## src/rtl/i2c_resp_pkg.sv

```systemverilog
// Shared constants for the I2C responder: state encoding, ACK/NACK levels,
// synchronizer depth.
package i2c_resp_pkg;
  localparam int SYNC_STAGES = 2;

  localparam logic ACK  = 1'b0;
  localparam logic NACK = 1'b1;

  typedef logic [3:0] state_t;

  localparam state_t S_IDLE      = 4'd0;
  localparam state_t S_ADDR      = 4'd1;
  localparam state_t S_ADDR_ACK  = 4'd2;
  localparam state_t S_PTR       = 4'd3;
  localparam state_t S_PTR_ACK   = 4'd4;
  localparam state_t S_WDATA     = 4'd5;
  localparam state_t S_WDATA_ACK = 4'd6;
  localparam state_t S_RDATA     = 4'd7;
  localparam state_t S_RDATA_ACK = 4'd8;
endpackage

```

## src/rtl/i2c_resp_sync_edge.sv

```systemverilog
// Pin synchronizer followed by a registered rise/fall detector; level output
// is aligned with the edge pulses.
module i2c_sync_edge
  import i2c_resp_pkg::*;
(
  input  logic clk,
  input  logic resetn,
  input  logic pin_i,
  output logic lvl_o,
  output logic rise_o,
  output logic fall_o
);
  logic [SYNC_STAGES-1:0] sync_q, sync_d;
  logic lvl_q, lvl_d, rise_q, rise_d, fall_q, fall_d;

  always_comb begin
    sync_d = {sync_q[SYNC_STAGES-2:0], pin_i};
    lvl_d  = sync_q[SYNC_STAGES-1];
    rise_d = lvl_d & ~lvl_q;
    fall_d = ~lvl_d & lvl_q;
  end

  // Reset to the idle-bus level so release from reset makes no spurious edge.
  always_ff @(posedge clk or negedge resetn) begin
    if (!resetn) begin
      sync_q <= '1;
      lvl_q  <= 1'b1;
      rise_q <= 1'b0;
      fall_q <= 1'b0;
    end else begin
      sync_q <= sync_d;
      lvl_q  <= lvl_d;
      rise_q <= rise_d;
      fall_q <= fall_d;
    end
  end

  assign lvl_o  = lvl_q;
  assign rise_o = rise_q;
  assign fall_o = fall_q;
endmodule

```

## src/rtl/i2c_responder.sv

```systemverilog
// I2C target emulating a register-mapped sensor: pointer byte then data bytes
// on writes, auto-incrementing reads; fabric side can preload registers.
module i2c_responder
  import i2c_resp_pkg::*;
#(
  parameter logic [6:0] DEV_ADDR = 7'h39,
  parameter int         NREGS    = 16,
  parameter int         AW       = $clog2(NREGS)
) (
  input  logic          clk,
  input  logic          resetn,
  input  logic          scl_i,
  input  logic          sda_i,
  output logic          sda_oe,
  input  logic          host_we,
  input  logic [AW-1:0] host_addr,
  input  logic [7:0]    host_wdata,
  output logic          bus_wr_valid,
  output logic [AW-1:0] bus_wr_addr,
  output logic [7:0]    bus_wr_data,
  output logic          busy
);
  logic scl_lvl, scl_rise, scl_fall, sda_lvl, sda_rise, sda_fall;

  i2c_sync_edge u_scl (.clk(clk), .resetn(resetn), .pin_i(scl_i),
                       .lvl_o(scl_lvl), .rise_o(scl_rise), .fall_o(scl_fall));
  i2c_sync_edge u_sda (.clk(clk), .resetn(resetn), .pin_i(sda_i),
                       .lvl_o(sda_lvl), .rise_o(sda_rise), .fall_o(sda_fall));

  state_t        state_q, state_d;
  logic [3:0]    cnt_q, cnt_d;
  logic [7:0]    sh_q, sh_d, sh_in;
  logic [AW-1:0] ptr_q, ptr_d, ptr_inc;
  logic          rw_q, rw_d, ack_q, ack_d, sda_oe_q, sda_oe_d, busy_q, busy_d;
  logic          wr_vld_q, wr_vld_d;
  logic [AW-1:0] wr_addr_q, wr_addr_d;
  logic [7:0]    wr_data_q, wr_data_d;
  logic [7:0]    regs_q [NREGS];
  logic [7:0]    regs_d [NREGS];
  logic          start, stop;

  assign start   = sda_fall & scl_lvl;
  assign stop    = sda_rise & scl_lvl;
  assign sh_in   = {sh_q[6:0], sda_lvl};
  assign ptr_inc = ptr_q + 1'b1;

  always_comb begin
    state_d   = state_q;
    cnt_d     = cnt_q;
    sh_d      = sh_q;
    ptr_d     = ptr_q;
    rw_d      = rw_q;
    ack_d     = ack_q;
    sda_oe_d  = sda_oe_q;
    busy_d    = busy_q;
    wr_vld_d  = 1'b0;
    wr_addr_d = wr_addr_q;
    wr_data_d = wr_data_q;
    if (start) begin
      state_d  = S_ADDR;
      cnt_d    = 4'd0;
      busy_d   = 1'b0;
      sda_oe_d = 1'b0;
    end else if (stop) begin
      state_d  = S_IDLE;
      busy_d   = 1'b0;
      sda_oe_d = 1'b0;
    end else if (scl_rise) begin
      case (state_q)
        S_ADDR, S_PTR, S_WDATA: begin
          sh_d  = sh_in;
          cnt_d = cnt_q + 4'd1;
          if (cnt_q == 4'd7 && state_q == S_PTR) ptr_d = sh_in[AW-1:0];
          if (cnt_q == 4'd7 && state_q == S_WDATA) begin
            wr_vld_d  = 1'b1;
            wr_addr_d = ptr_q;
            wr_data_d = sh_in;
            ptr_d     = ptr_inc;
          end
        end
        S_RDATA:     cnt_d = cnt_q + 4'd1;
        S_RDATA_ACK: ack_d = sda_lvl;
        default: ;
      endcase
    end else if (scl_fall) begin
      // sda_oe is the inverse of the bit being presented (1 = pull low)
      case (state_q)
        S_ADDR: if (cnt_q == 4'd8) begin
          if (sh_q[7:1] == DEV_ADDR) begin
            state_d  = S_ADDR_ACK;
            sda_oe_d = ~ACK;
            busy_d   = 1'b1;
            rw_d     = sh_q[0];
          end else begin
            state_d  = S_IDLE;
            sda_oe_d = 1'b0;
          end
        end
        S_ADDR_ACK: begin
          cnt_d = 4'd0;
          if (rw_q) begin
            state_d  = S_RDATA;
            sh_d     = regs_q[ptr_q];
            sda_oe_d = ~regs_q[ptr_q][7];
          end else begin
            state_d  = S_PTR;
            sda_oe_d = 1'b0;
          end
        end
        S_PTR: if (cnt_q == 4'd8) begin
          state_d  = S_PTR_ACK;
          sda_oe_d = ~ACK;
        end
        S_WDATA: if (cnt_q == 4'd8) begin
          state_d  = S_WDATA_ACK;
          sda_oe_d = ~ACK;
        end
        S_PTR_ACK, S_WDATA_ACK: begin
          state_d  = S_WDATA;
          cnt_d    = 4'd0;
          sda_oe_d = 1'b0;
        end
        S_RDATA: if (cnt_q == 4'd8) begin
          state_d  = S_RDATA_ACK;
          sda_oe_d = 1'b0;
        end else begin
          sda_oe_d = ~sh_q[6];
          sh_d     = {sh_q[6:0], 1'b0};
        end
        S_RDATA_ACK: if (ack_q == ACK) begin
          state_d  = S_RDATA;
          cnt_d    = 4'd0;
          ptr_d    = ptr_inc;
          sh_d     = regs_q[ptr_inc];
          sda_oe_d = ~regs_q[ptr_inc][7];
        end else begin
          state_d  = S_IDLE;
          sda_oe_d = 1'b0;
        end
        default: ;
      endcase
    end
  end

  // Bus write is applied last so it wins over a same-index host write.
  always_comb begin
    regs_d = regs_q;
    if (host_we) regs_d[host_addr] = host_wdata;
    if (wr_vld_d) regs_d[ptr_q] = sh_in;
  end

  always_ff @(posedge clk or negedge resetn) begin
    if (!resetn) begin
      state_q   <= S_IDLE;
      cnt_q     <= 4'd0;
      sh_q      <= 8'd0;
      ptr_q     <= '0;
      rw_q      <= 1'b0;
      ack_q     <= NACK;
      sda_oe_q  <= 1'b0;
      busy_q    <= 1'b0;
      wr_vld_q  <= 1'b0;
      wr_addr_q <= '0;
      wr_data_q <= 8'd0;
      for (int i = 0; i < NREGS; i++) regs_q[i] <= 8'd0;
    end else begin
      state_q   <= state_d;
      cnt_q     <= cnt_d;
      sh_q      <= sh_d;
      ptr_q     <= ptr_d;
      rw_q      <= rw_d;
      ack_q     <= ack_d;
      sda_oe_q  <= sda_oe_d;
      busy_q    <= busy_d;
      wr_vld_q  <= wr_vld_d;
      wr_addr_q <= wr_addr_d;
      wr_data_q <= wr_data_d;
      regs_q    <= regs_d;
    end
  end

  assign sda_oe       = sda_oe_q;
  assign busy         = busy_q;
  assign bus_wr_valid = wr_vld_q;
  assign bus_wr_addr  = wr_addr_q;
  assign bus_wr_data  = wr_data_q;
endmodule

```

## config.mk

```make
export PLATFORM = sky130hd
export DESIGN_NAME = i2c_responder
export DESIGN_NICKNAME = d
export VERILOG_FILES = /design/src/rtl/i2c_resp_pkg.sv /design/src/rtl/i2c_resp_sync_edge.sv /design/src/rtl/i2c_responder.sv
export SDC_FILE = /design/constraint.sdc
export NUM_CORES = 1
export LEC_CHECK = 0
export ABC_AREA = 1
export CAP_MARGIN = 0
export CELL_PAD_IN_SITES_DETAIL_PLACEMENT = 0
export CELL_PAD_IN_SITES_GLOBAL_PLACEMENT = 1
export CORE_UTILIZATION = 45
export DETAILED_ROUTE_END_ITERATION = 16
export GPL_TIMING_DRIVEN = 0
export HOLD_SLACK_MARGIN = 0.15
export PLACE_DENSITY = 0.92
export SETUP_SLACK_MARGIN = 0.1
export SYNTH_ARGS = -nofsm -noshare
export SYNTH_HDL_FRONTEND = slang
export SYNTH_SLANG_ARGS = --single-unit
```

## constraint.sdc

```tcl
create_clock -name clk -period 3.33 [get_ports clk]
set_input_delay 0.4995 -clock clk [delete_from_list [all_inputs] [get_ports clk]]
set_output_delay 0.4995 -clock clk [all_outputs]
set_load 0.02 [all_outputs]
```

# Word level (Yosys, flattened, before mapping)
# Cells that the tools add are included.
dict set report word_totals {
  out_inout_bits 15
  in_bits 17
  ff_bits 175
  elab_cells 186
}
dict set report op_classes {
  mux 70
  magnitude_cmp 5
  n_addsub 2
  eq_ne 26
  reduce_logical 29
  bitwise 19
}
# op count
set ops {}
lappend ops {{$bwmux W128} 2}
lappend ops {{$mux W128} 2}
lappend ops {{$mux W8} 12}
lappend ops {{$mux W4} 21}
lappend ops {{$bmux W8 S4} 2}
lappend ops {{$demux W8 S4} 2}
lappend ops {{$pmux W4 S7} 1}
lappend ops {{$pmux W8 S3} 1}
lappend ops {{$mux W1} 22}
lappend ops {{$reduce_and A7 Y1} 3}
lappend ops {{$eq A4 B3 Y1 const B} 5}
lappend ops {{$reduce_and A5 Y1} 4}
lappend ops {{$ge A5 B5 Y1 const B} 3}
lappend ops {{$not A4 Y5} 3}
lappend ops {{$reduce_bool A3 Y1} 5}
lappend ops {{$ne A4 B3 Y1 const B} 3}
lappend ops {{$lt A5 B1 Y1 const B} 2}
lappend ops {{$not A1 Y1} 10}
lappend ops {{$ne A3 B2 Y1 const B} 3}
lappend ops {{$ne A3 B3 Y1 const B} 3}
lappend ops {{$reduce_bool A9 Y1} 1}
lappend ops {{$add A4 B1 Y4 const B} 2}
lappend ops {{$eq A4 B2 Y1 const B} 2}
lappend ops {{$eq A4 B4 Y1 const B} 2}
lappend ops {{20 further kinds} 35}

# Depth between registers and ports, before layout
dict set report depth {
  depth_word 12
  mapped_depth 16
  mapped_depth_nobuf 12
}

# Hierarchy
# Synthesis repeated with hierarchy kept, for this count alone.
dict set report hier_totals {
  hier_cells 1647
  area_unflattened_um2 11449.7
}
# module seq_area_each_um2 area_each_um2 instances cells_per_inst
set by_module_without_submodules {}
lappend by_module_without_submodules {i2c_responder 4130.2 11162.0 1 1629}
lappend by_module_without_submodules {i2c_sync_edge 128.9 143.9 2 9}

# Least setup slack after synthesis
# OpenSTA, ideal clock, no wires.
dict set report synth_timing {
  path_kind {reg2reg}
  from {register ptr_q[0]}
  to {register sda_oe_q, in the netlist sda_oe}
  synth_period_minus_slack_ps 2495
  path_slack_ps 835
  arrival_ps 2378
  path_stages_with_launch 16
  setup_time_ps 117
  n_path_buf 5
  t_required_ps 3213
  path_cell_list {dfrtp_1 > buf_2 > inv_1 > buf_2 > clkbuf_1 > ha_1 > clkbuf_1 > inv_1 > clkbuf_1 > o211ai_1 > nand3_1 > nand3_1 > nand3_1 > nand4_1 > nand2_1 > nand2_1}
}
dict set report synth_via {
  elab_chain_cells 12
  word_cells_on_any_way 18
  cone_classes {add/sub: 1; mux: 13; bitwise: 4}
}
# item line_no
set synth_rtl {}
lappend synth_rtl {{start: declaration} i2c_responder.sv:33} ;# logic [AW-1:0] ptr_q, ptr_d, ptr_inc;
lappend synth_rtl {{start signal: assignment} i2c_responder.sv:170} ;# ptr_q <= ptr_d;
lappend synth_rtl {{$add A4 B1 Y4} i2c_responder.sv:45} ;# assign ptr_inc = ptr_q + 1'b1;
lappend synth_rtl {{$not A4 Y5 (implied by the code)} i2c_responder.sv:135} ;# sda_oe_d = ~regs_q[ptr_inc][7];
lappend synth_rtl {{$bmux W8 S4} i2c_responder.sv:135}
lappend synth_rtl {{$mux W8 (implied by the code) (2 in a row)} i2c_responder.sv:135}
lappend synth_rtl {{$not A1 Y1} i2c_responder.sv:135}
lappend synth_rtl {{$mux W1} i2c_responder.sv:130} ;# S_RDATA_ACK: if (ack_q == ACK) begin
lappend synth_rtl {{$pmux W1 S6 (*)} i2c_responder.sv:87} ;# case (state_q)
lappend synth_rtl {{$mux W1 (*)} i2c_responder.sv:85} ;# end else if (scl_fall) begin
lappend synth_rtl {{$mux W1 (*)} i2c_responder.sv:68} ;# end else if (scl_rise) begin
lappend synth_rtl {{$mux W1 (*)} i2c_responder.sv:64} ;# end else if (stop) begin
lappend synth_rtl {{$mux W1 (*)} i2c_responder.sv:59} ;# if (start) begin
lappend synth_rtl {{end signal: assignment} i2c_responder.sv:173} ;# sda_oe_q <= sda_oe_d;
lappend synth_rtl {{end: declaration} i2c_responder.sv:34} ;# logic rw_q, rw_d, ack_q, ack_d, sda_oe_q, sda_oe_d, busy_q, busy_d;
# Every way passes the cells marked *; elsewhere a longest branch is shown, timed or not. The select of a mux whose other input is x is not followed.
# A chain may end at the register's enable or synchronous reset.

# Final worst setup path
dict set report layout_timing {
  from {register ptr_q[0]}
  to {register sh_q[3]}
}
dict set report layout_via {
  elab_chain_cells 9
  word_cells_on_any_way 14
  cone_classes {add/sub: 1; mux: 11; bitwise: 2}
}
# item line_no
set layout_rtl {}
lappend layout_rtl {{$add A4 B1 Y4} i2c_responder.sv:45}
lappend layout_rtl {{$not A4 Y5 (implied by the code)} i2c_responder.sv:134} ;# sh_d = regs_q[ptr_inc];
lappend layout_rtl {{$bmux W8 S4} i2c_responder.sv:134}
lappend layout_rtl {{$mux W8 (implied by the code) (2 in a row)} i2c_responder.sv:134}
lappend layout_rtl {{$mux W8} i2c_responder.sv:130}
lappend layout_rtl {{$pmux W8 S3 (*)} i2c_responder.sv:87}
lappend layout_rtl {{$mux W8 (*)} i2c_responder.sv:85}
lappend layout_rtl {{$mux W8 (*)} i2c_responder.sv:68}
lappend layout_rtl {{end signal: assignment} i2c_responder.sv:156} ;# sh_q <= 8'd0;
lappend layout_rtl {{end signal: assignment} i2c_responder.sv:169} ;# sh_q <= sh_d;
lappend layout_rtl {{end: declaration} i2c_responder.sv:32} ;# logic [7:0] sh_q, sh_d, sh_in;
# Marks and branches as above.

==> impl_metrics.toml <==
[setup_path]
cp.required_ps = 3720
end_kind = "flop"
critPathTopFamily = "buffers and inverters"
cp_num_buf_inv = 5
cp-start-kind = "flop"
worstPathCellList = "buf_2 -> inv_1 -> clkbuf_4 -> ha_1 -> clkbuf_1 -> buf_1 -> o211ai_1 -> nand3_1 -> nand3_1 -> nand2_1 -> nand2_1 -> nand3_1 -> nand2_1 -> nand2_1"
cpMostUsedCell = "nand2_1"
crit_path_max_incr_delay_ps = 520
arrival_ps = 3540
path_max_fanout = 20
crit_type = "reg2reg"
slowest_stage = "buf_1"
reg2reg_setup_slack_ps = 180

[pwr]
p_clk_share_pct = 19.9
finalPower_mw = 10.4
power_switching_mw = 5.34
ir_drop_v = 0.000363
intPower_mw = 5.04
p_per_area_nw_per_um2 = 828
combPwrFrac_pct = 51.4
p_sw_share_pct = 51.4
leakagePower_nw = 6.18
p_seq_share_pct = 28.7

[placed_design]
place.gp.congestion = 1.05
dpl.hpwl_um = 33800
dpl_cell_area_um2 = 11900
port_buffers = 23

[timing]
whs_ps = 359
final.min_clock_period_ps = 3150
worst_slew_pin_slew_ps = 1080
finalSetupViolations = 0
relSlewSlack_pct = 27.9
rsz0062_at_grt = "false"
fin_crit_sh_pct = 94.5
maxSlewViolCount = 0
finalHoldViolCount = 0
finClkSkew_ps = 14.2
fmax_ghz = 0.318

[cells_and_area]
antenna_cells = 0
fin_nets = 1739
drive_gt1_share_pct = 6.59
final_core_util_pct = 51.2
fin_area_um2 = 12500
num-fill-cells = 2532
area_growth_pct = 11.2

[cts]
cts_setup_buffers = 0
htreeDepth = 4
clock_latency_ps = 450
clk_pin_slew_ps = 80
cts_buffers = 17
cts_max_path_buffers = 2
clock-sinks = 175
cts_tree = "built"
ctsRootBufferMaster = "clkbuf_16"

[routing]
vias_per_cell = 5.87
drc_errors = 0
wl_per_cell_um = 22.6
wirelength_um = 46400
via_count = 12051
dr.first_iter.drc_count = 1607
antenna_left = 0
dr.pass1.iters = 6

[global_routing]
first_global_vias = 11304
antenna_found_initial = 0
grt_max_degree = 97
gr-usage-all-layers_pct = 36.9
grt_first_pass_wirelength_um = 70300
grt_overflow = 0

[logic_synthesis]
synth_area_per_cell_um2 = 6.73
synth_top_area_share_pct = 37.3
syn-num-nets = 1697
yosysTopAreaCell = "dfrtp_1"
synthFlopType = "dfrtp_1"
synth_area_um2 = 11300
synth_edf_count = 0
ys_warn_count = 0
synth-seq-cells = 175
netlist_instances = 1674
yosysUniqueCellTypes = 32
ys_seq_area_share_pct = 38.9
synthTopCellsByArea = "dfrtp_1, nand2_1, o21ai_0"
async_flop_share_pct = 100

[die]
core_area_um2 = 24500
start_util_pct = 46.1
row_count = 57
die-area_um2 = 25700
io_pins = 32
die_w_um = 160
die_h_um = 160

[job]
maxCapViolCount = 0

[hold_path]
min_path_type = "reg2reg"

[outcome]
status = "finished, final reports clean"
power by group through the flow:
stage,sequential [mW],clock [mW],combinational [mW]
global placement,2.99,0,5.08
detailed placement,2.99,0,5.12
CTS,2.96,2.07,5.13
finish,2.98,2.06,5.34
global route,3.02,2.14,5.73
floorplan,2.84,0,3.21
cell families (layout without fill, tap and decap cells):
family | Yosys count | after routing | share of synthesized area (%)
flip-flops | 175 | 175 | 38.9
AND/OR/NAND/NOR | 791 | 791 | 29.6
XOR/XNOR | 2 | 2 | 0.155
AO/OA/AOI/OAI | 436 | 436 | 20.9
buffers and inverters | 264 | 319 | 9.77
adder cells (fa/ha/maj) | 6 | 6 | 0.666
placed cells by master (no fill, tap or decap), types with 2 or more instances in the layout:
| cell type | instances |
|---|---|
| clkdlybuf4s50_1 | 22 |
| clkinvlp_4 | 2 |
| nor2_8 | 3 |
| ha_1 | 6 |
| clkbuf_4 | 2 |
| o21ai_0 | 240 |
| buf_1 | 14 |
| nor2_2 | 3 |
| inv_8 | 6 |
| inv_1 | 151 |
| a21oi_1 | 31 |
| nand2_1 | 568 |
| nor2_1 | 62 |
| o211ai_1 | 65 |
| clkbuf_1 | 48 |
| clkbuf_2 | 4 |
| nor2_4 | 2 |
| buf_2 | 26 |
| dfstp_2 | 7 |
| nand2_4 | 8 |
| nand3_1 | 114 |
| clkbuf_16 | 17 |
| nand2_2 | 5 |
| inv_6 | 3 |
| buf_6 | 10 |
| nor3_1 | 16 |
| nand4_1 | 5 |
| a31oi_1 | 7 |
| nand3_2 | 2 |
| dfrtp_1 | 168 |
| inv_2 | 6 |
| o21ai_1 | 92 |
worst reg2reg max path: cells and delay by family, from the launching register on:
| family | cells | cell delay, ps |
|---|---|---|
| flops | 1 | 380 |
| fa+ha+maj | 1 | 330 |
| compound gates | 1 | 240 |
| buf+inv | 5 | 1360 |
| simple gates | 7 | 770 |
worst paths after layout:
| path | from | end | cells past startpoint |
|---|---|---|---|
| min in group asynchronous | resetn | regs_q[53]$_DFF_PN0_ | 2 |
| worst min-delay path | u_scl.sync_q[0]$_DFF_PN1_ | u_scl.sync_q[1]$_DFF_PN1_ | 0 |
| worst max register to register | ptr_q[0]$_DFFE_PN0P_ | sh_q[3]$_DFFE_PN0P_ | 14 |
| worst min register to register | u_scl.sync_q[0]$_DFF_PN1_ | u_scl.sync_q[1]$_DFF_PN1_ | 0 |
| max in group asynchronous | resetn | regs_q[30]$_DFF_PN0_ | 3 |
| worst max-delay path | ptr_q[0]$_DFFE_PN0P_ | sh_q[3]$_DFFE_PN0P_ | 14 |
routing by layer:
layer	vias up	global-route usage, %	routed length [um]
li1	5564	-	-
met2	699	53.3	19400
met1	5651	51.6	20200
met4	0	18.3	2150
met5	-	0	0
met3	137	8.81	4690
state kept, by name, summed over array words and instances, names as in the netlist, 2 cells and up:
name and cells:
bus_wr_addr 4, bus_wr_data 8, cnt_q 4, ptr_q 4, regs_q 128, sh_q 8
state_q 4, u_scl.sync_q 2, u_sda.sync_q 2
cell usage after synthesis, types with 2 or more instances:
master,n
clkbuf_1,52
nor2_4,2
ha_1,6
buf_6,10
inv_1,151
nand3_1,114
nand2_2,5
nand2_4,8
nor2_8,3
nand3_2,2
buf_2,28
nor3_1,16
o21ai_0,240
nand4_1,5
a31oi_1,7
nor2_1,62
a21oi_1,31
nor2_2,3
inv_2,6
buf_1,16
o211ai_1,65
dfrtp_1,168
nand2_1,568
dfstp_2,7
o21ai_1,92
area by class of cell:
cell class,count,area (um2),area share (%)
inverters,158,593,4.73
well taps,324,405,3.23
clock buffers,18,439,3.50
multi-input cells,1235,5780,46.2
flip-flops and latches,175,4390,35.0
plain buffers,104,510,4.07
repair buffers,25,273,2.18
clock inverters,14,139,1.11
timing repair:
action | 4_1_cts | 5_1_grt
hold endpoints to repair | 73 | 0
hold buffers | 1 | 0
gates resized for setup | 2 | 5
endpoints found under the setup margin | 10 | 7
per-stage QoR:
step / setup TNS (ps) / cells / setup slack, ps
finish: 0 / 2053 / 183
detailed placement: -4420 / 2022 / -546
floorplan: 0 / 1674 / 835
global route: 0 / 2053 / 114
global placement: -989060 / 2021 / -5740
CTS: 0 / 2053 / 250
No activity file was read; power rests on OpenSTA's default activity.
